[config.mk]
export PLATFORM = sky130hd
export DESIGN_NAME = note_envelope
export DESIGN_NICKNAME = d
export VERILOG_FILES = /design/src/rtl/note_pkg.sv /design/src/rtl/envelope_channel.sv /design/src/rtl/note_envelope.sv
export SDC_FILE = /design/constraint.sdc
export NUM_CORES = 1
export LEC_CHECK = 0
export BUFFER_PORTS_ARGS = -buffer_cell sky130_fd_sc_hd__buf_2
export CAP_MARGIN = 30
export CORE_UTILIZATION = 41
export CTS_CLUSTER_SIZE = 30
export DETAILED_ROUTE_END_ITERATION = 8
export GPL_ROUTABILITY_DRIVEN = 0
export PLACE_DENSITY = 0.6
export SYNTH_ARGS = -nofsm -noshare
export SYNTH_HDL_FRONTEND = slang
export SYNTH_SLANG_ARGS = --single-unit
[constraint.sdc]
create_clock -name clk -period 9.9 [get_ports clk]
set_input_delay 1.485 -clock clk [delete_from_list [all_inputs] [get_ports clk]]
set_output_delay 1.485 -clock clk [all_outputs]
set_load 0.01 [all_outputs]
[src/rtl/note_pkg.sv]
// Shared packet layout and envelope state encoding for the note envelope stage.
package note_pkg;

  localparam int PACKET_SIZE = 24;
  localparam int TUNE_MSB    = 23;
  localparam int TUNE_LSB    = 8;
  localparam int VOL_MSB     = 7;

  typedef logic [PACKET_SIZE-1:0] packetType;

  typedef enum logic [2:0] {
    IDLE,
    ATTACK,
    DECAY,
    SUSTAIN,
    RELEASE
  } envState_t;

endpackage

[src/rtl/envelope_channel.sv]
// One track's ADSR state machine, 8.8 envelope level and volume scaling.
module envelope_channel
  import note_pkg::*;
#(
  parameter logic [15:0] ATTACK_INC    = 16'd64,
  parameter logic [15:0] DECAY_DEC     = 16'd16,
  parameter logic [7:0]  SUSTAIN_LEVEL = 8'd192,
  parameter logic [15:0] RELEASE_DEC   = 16'd8
) (
  input  logic      clk,
  input  logic      reset,
  input  logic      wgEn,
  input  packetType note_in,
  output packetType env_out,
  output logic      active
);

  localparam logic [15:0] SUSTAIN_ENV = {SUSTAIN_LEVEL, 8'h00};

  envState_t   state, state_next, eff_state;
  logic [15:0] env, env_next;
  logic [15:0] tune_lat, tune_next;
  logic [7:0]  vol_lat, vol_next;

  logic [15:0] tune_in;
  logic [7:0]  vol_in;
  logic        note_on, gated, retrigger;
  logic [16:0] att_sum, dec_diff, rel_diff;

  logic [7:0]  env_hi;
  logic [8:0]  prod_top;
  logic [7:0]  vol_shaped;

  assign tune_in   = note_in[TUNE_MSB:TUNE_LSB];
  assign vol_in    = note_in[VOL_MSB:0];
  assign note_on   = (|tune_in) & (|vol_in);
  assign gated     = (state == ATTACK) || (state == DECAY) || (state == SUSTAIN);
  assign retrigger = note_on & ((state == IDLE) || (state == RELEASE) || (tune_in != tune_lat));

  // Bit 16 is carry for the add and borrow for the subtracts.
  assign att_sum  = {1'b0, env} + {1'b0, ATTACK_INC};
  assign dec_diff = {1'b0, env} - {1'b0, DECAY_DEC};
  assign rel_diff = {1'b0, env} - {1'b0, RELEASE_DEC};

  // The level update runs on the state chosen by this tick's gate decision,
  // so a fresh note already climbs on its first tick.
  always_comb begin
    state_next = state;
    eff_state  = state;
    env_next   = env;
    tune_next  = tune_lat;
    vol_next   = vol_lat;
    if (wgEn) begin
      if (retrigger) begin
        eff_state = ATTACK;
        tune_next = tune_in;
        vol_next  = vol_in;
      end else if (!note_on && gated) begin
        eff_state = RELEASE;
      end else if (note_on && gated) begin
        vol_next = vol_in;
      end
      state_next = eff_state;
      case (eff_state)
        ATTACK: begin
          if (att_sum[16] || (att_sum[15:0] == 16'hFFFF)) begin
            env_next   = 16'hFFFF;
            state_next = DECAY;
          end else begin
            env_next = att_sum[15:0];
          end
        end
        DECAY: begin
          if (dec_diff[16] || (dec_diff[15:0] < SUSTAIN_ENV)) begin
            env_next   = SUSTAIN_ENV;
            state_next = SUSTAIN;
          end else begin
            env_next = dec_diff[15:0];
          end
        end
        SUSTAIN: env_next = env;
        RELEASE: begin
          if (rel_diff[16] || (rel_diff[15:0] == 16'h0000)) begin
            env_next   = 16'h0000;
            state_next = IDLE;
          end else begin
            env_next = rel_diff[15:0];
          end
        end
        default: env_next = 16'h0000;
      endcase
    end
  end

  always_ff @(posedge clk or posedge reset) begin
    if (reset) begin
      state    <= IDLE;
      env      <= 16'h0000;
      tune_lat <= 16'h0000;
      vol_lat  <= 8'h00;
    end else begin
      state    <= state_next;
      env      <= env_next;
      tune_lat <= tune_next;
      vol_lat  <= vol_next;
    end
  end

  // Only product bits [15:7] matter: the high byte plus the rounding bit.
  assign env_hi   = env[15:8];
  assign prod_top = 9'(({8'h00, env_hi} * {8'h00, vol_lat}) >> 7);

  always_comb begin
    vol_shaped = vol_lat;
    if (env_hi != 8'hFF) begin
      vol_shaped = prod_top[8:1] + {7'b0, prod_top[0] & ~(&prod_top[8:1])};
    end
  end

  always_ff @(posedge clk or posedge reset) begin
    if (reset) begin
      env_out <= '0;
      active  <= 1'b0;
    end else begin
      env_out <= (state == IDLE) ? '0 : {tune_lat, vol_shaped};
      active  <= (state != IDLE);
    end
  end

endmodule

[src/rtl/note_envelope.sv]
// Per-track ADSR envelope stage between the SPI receiver and the tone generators.
module note_envelope
  import note_pkg::*;
#(
  parameter int          NUM_TRACKS    = 4,
  parameter logic [15:0] ATTACK_INC    = 16'd64,
  parameter logic [15:0] DECAY_DEC     = 16'd16,
  parameter logic [7:0]  SUSTAIN_LEVEL = 8'd192,
  parameter logic [15:0] RELEASE_DEC   = 16'd8
) (
  input  logic                  clk,
  input  logic                  reset,
  input  logic                  wgEn,
  input  packetType             notePackets [NUM_TRACKS],
  output packetType             envPackets  [NUM_TRACKS],
  output logic [NUM_TRACKS-1:0] envActive
);

  for (genvar i = 0; i < NUM_TRACKS; i++) begin : g_track
    envelope_channel #(
      .ATTACK_INC   (ATTACK_INC),
      .DECAY_DEC    (DECAY_DEC),
      .SUSTAIN_LEVEL(SUSTAIN_LEVEL),
      .RELEASE_DEC  (RELEASE_DEC)
    ) u_channel (
      .clk    (clk),
      .reset  (reset),
      .wgEn   (wgEn),
      .note_in(notePackets[i]),
      .env_out(envPackets[i]),
      .active (envActive[i])
    );
  end

endmodule
==> qor.yml <==
status:
  outcome: "complete, no violations"
routing:
  drtIter0Drc: 1218
  wl_per_cell_um: 18.1
  drtPass1Iterations: 5
  wirelength_mm: 63.9
  wl_met2_mm: 29.8
  vias_per_cell: 5.54
  routed-via-count: 19500
  drc_errors: 0
  wl_met1_mm: 29.4
  met3_length_mm: 3.46
  top_layer_used: "met4"
  ant_nets: 0
yosys:
  synth-seq-cells: 264
  ys.warnings.count: 0
  synth_cell_type_count: 83
  synth_top_family_by_area: "simple AND/OR/NAND/NOR gates"
  yosys-top-cells-area: "dfrtp_1, fa_1, ha_1"
  muxShareOfSynthArea_pct: 5.34
  syn_area_mm2: 0.0237
  synth_edf_count: 0
  ys_seq_area_share_pct: 27.9
  synth-xor-area-share_pct: 6.00
  async_flop_share_pct: 100
  synth_compound_area_share_pct: 12.3
  syn-num-nets: 3038
  synth_top_cell_area_share_pct: 27.9
  synth_adder_area_share_pct: 20.7
  syn_inst: 2631
  synth_area_per_cell_um2: 9.00
  synth_top_cell_by_area: "dfrtp_1"
  synthFlopType: "dfrtp_1"
  synth_simple_gate_area_share_pct: 21.8
flow_run:
  drv_cap: 0
setup_path:
  critPathLaunchType: "flop"
  crit_path_max_fanout: 21
  cp_num_cells: 26
  r2r_cells: 26
  worst-path-buf-inv: 3
  end_kind: "flop"
  cpMaxStageDelayCell: "dfrtp_1"
  crit_type: "flop to flop"
  critPathTopFamily: "adder cells"
  worstPathRequired_ps: 10290
  arrival_ps: 7440
  cpPeakStageDelay_ps: 780
  cpMostUsedCell: "fa_1"
hold_path:
  hold_class: "flop to flop"
  min_path_cells: 1
power_and_ir_drop:
  p_int_mw: 3.36
  clock_power_share_pct: 20.4
  p_sw_share_pct: 44.4
  pwr-share-comb_pct: 53.5
  power_mw: 6.05
  max-vdd-ir-drop_mv: 0.179
  pwr-share-seq_pct: 26.1
  p_sw_mw: 2.69
  power.density_mw_per_mm2: 229
  p_leak_nw: 12.1
floorplan:
  start_util_pct: 41.7
  core-area_mm2: 0.0567
  chipHeight_um: 242
  io_pins: 199
  dieArea_mm2: 0.0587
  placementRows: 87
  die_x_um: 242
clocking:
  path_clk_slew_ps: 60
  cts_setup_buffers: 0
  tritoncts: "yes"
  insertion_delay_ps: 550
  cts.sinks: 264
  cts_root_buffer: "clkbuf_16"
  h-tree-depth: 2
  ctsHoldBuffers: 0
  cts_buffer_depth: 3
  numCtsBuffers: 34
  cts_resized: 0
layout:
  multi_input_area_mm2: 0.0157
  fillers: 5415
  synthToLayoutAreaGrowth_pct: 11.4
  design_area_mm2: 0.0264
  final_cell_mix: "dfrtp_1, and2_1, inv_1"
  ff_latch_area_mm2: 0.00661
  fin_nets: 3156
  final_common_cell: "dfrtp_1"
  diodes: 0
  final_util_pct: 46.5
  drive_above_1_share_pct: 14.4
  layout.cells.non_filler: 3530
place:
  dpl.cell_count: 3466
  io_buffers: 198
  place_ws_ps: 2970
  post_dp_cell_area_mm2: 0.0252
  hpwl_mm: 47.7
timing:
  post-route-min-period_ps: 7050
  finalCritPeriodShare_pct: 71.2
  rsz0062_at_grt: "no"
  whs_ps: 522
  timing.fmax_ghz: 0.142
  slew_headroom_pct: 26.5
  drv_slew: 0
  worst_slack_ps: 2850
  finalSetupTns_ps: 0
  final.setup_skew_ps: 17.4
  hold_violations: 0
  setup_viol: 0
  worst_pin_slew_ps: 1090
global_route:
  grt_max_degree: 125
  antenna_found_initial: 0
  grt_usage_pct: 22.0
  first_global_vias: 20000
  gr-total-overflow: 0
  grt_pass1_wl_mm: 106
==> kinds of logic (layout without fill, tap and decap cells) <==
kind of cell / count (synthesis) / after routing
buffers and inverters: 364 / 507
adders and majority gates: 308 / 308
DFF: 264 / 264
muxes: 114 / 114
xor gates and xnor gates: 162 / 162
AOI/OAI and AO/OA: 456 / 456
and+or+nand+nor: 963 / 963
==> area by class of cell <==
class / instances / share of cell area, %
Multi-Input combinational cell: 2003 / 59.5
Clock inverter: 18 / 0.603
Clock buffer: 43 / 3.58
Sequential cell: 264 / 25.1
Timing Repair Buffer: 215 / 4.38
Inverter: 231 / 3.32
Tap cell: 756 / 3.59
==> synthesized netlist by cell type, types with 6 or more instances <==
cell type    n
a21oi_1    108
nand3b_1     7
mux2_2      99
o221ai_1    11
nor3_1      63
dfrtp_1    264
o31ai_1     11
o21a_1       9
inv_1      231
o22ai_1     16
a22o_1       9
and2_1     260
a311oi_1     7
buf_1       12
nand4_1     42
nor4b_1      9
and4_1       8
xor2_1      59
nand3_1     58
a31oi_1     20
o21ai_1      8
mux2i_1     15
ha_1       168
or3_1        9
fa_1       140
or4_1        6
xnor2_1    103
nand4b_1     6
nor2_1     151
a41oi_1      6
nand2b_1    21
clkbuf_1   111
nor3b_1     11
nor2b_1     27
or2_2        9
o211ai_1    11
nor4_1      41
and3_1      23
o21ai_0    135
a211oi_1    31
a21boi_0     8
a21o_1      11
nand2_1    196
==> power by group through the flow <==
stage	sequential (mW)	clock (mW)	combinational, mW
6_report	1.58	1.23	3.23
5_1_grt	1.61	1.32	3.70
4_1_cts	1.57	1.28	3.26
3_5_place_dp	1.59	0	3.22
3_3_place_gp	1.58	0	3.13
2_1_floorplan	1.41	0	2.55
==> flip-flops by register name, indices dropped and copies added, names as in the netlist <==
register / count
g_track.u_channel.state: 12
g_track.u_channel.tune_lat: 64
g_track.u_channel.env_out: 96
g_track.u_channel.vol_lat: 32
g_track.u_channel.env: 56
g_track.u_channel.active: 4
==> routing by layer <==
layer / vias to the layer above / global-route usage [%]
met5: - / 0
met4: 0 / 5.68
met3: 81 / 3.15
met2: 580 / 35.8
met1: 9614 / 30.5
li1: 9267 / -
==> worst paths after layout <==
path	endpoint	slack, ps	start
setup / recovery	g_track[2].u_channel.env_out[4]	2850	g_track[2].u_channel.env[10]
hold / removal	g_track[0].u_channel.env_out[19]	520	g_track[0].u_channel.tune_lat[11]
hold reg to reg	g_track[0].u_channel.env_out[19]	520	g_track[0].u_channel.tune_lat[11]
setup reg to reg	g_track[2].u_channel.env_out[4]	2850	g_track[2].u_channel.env[10]
min in group asynchronous	g_track[2].u_channel.env_out[17]	830	reset
max in group asynchronous	g_track[0].u_channel.env_out[4]	7480	reset
Note: power is estimated with default switching activity, not from simulation.
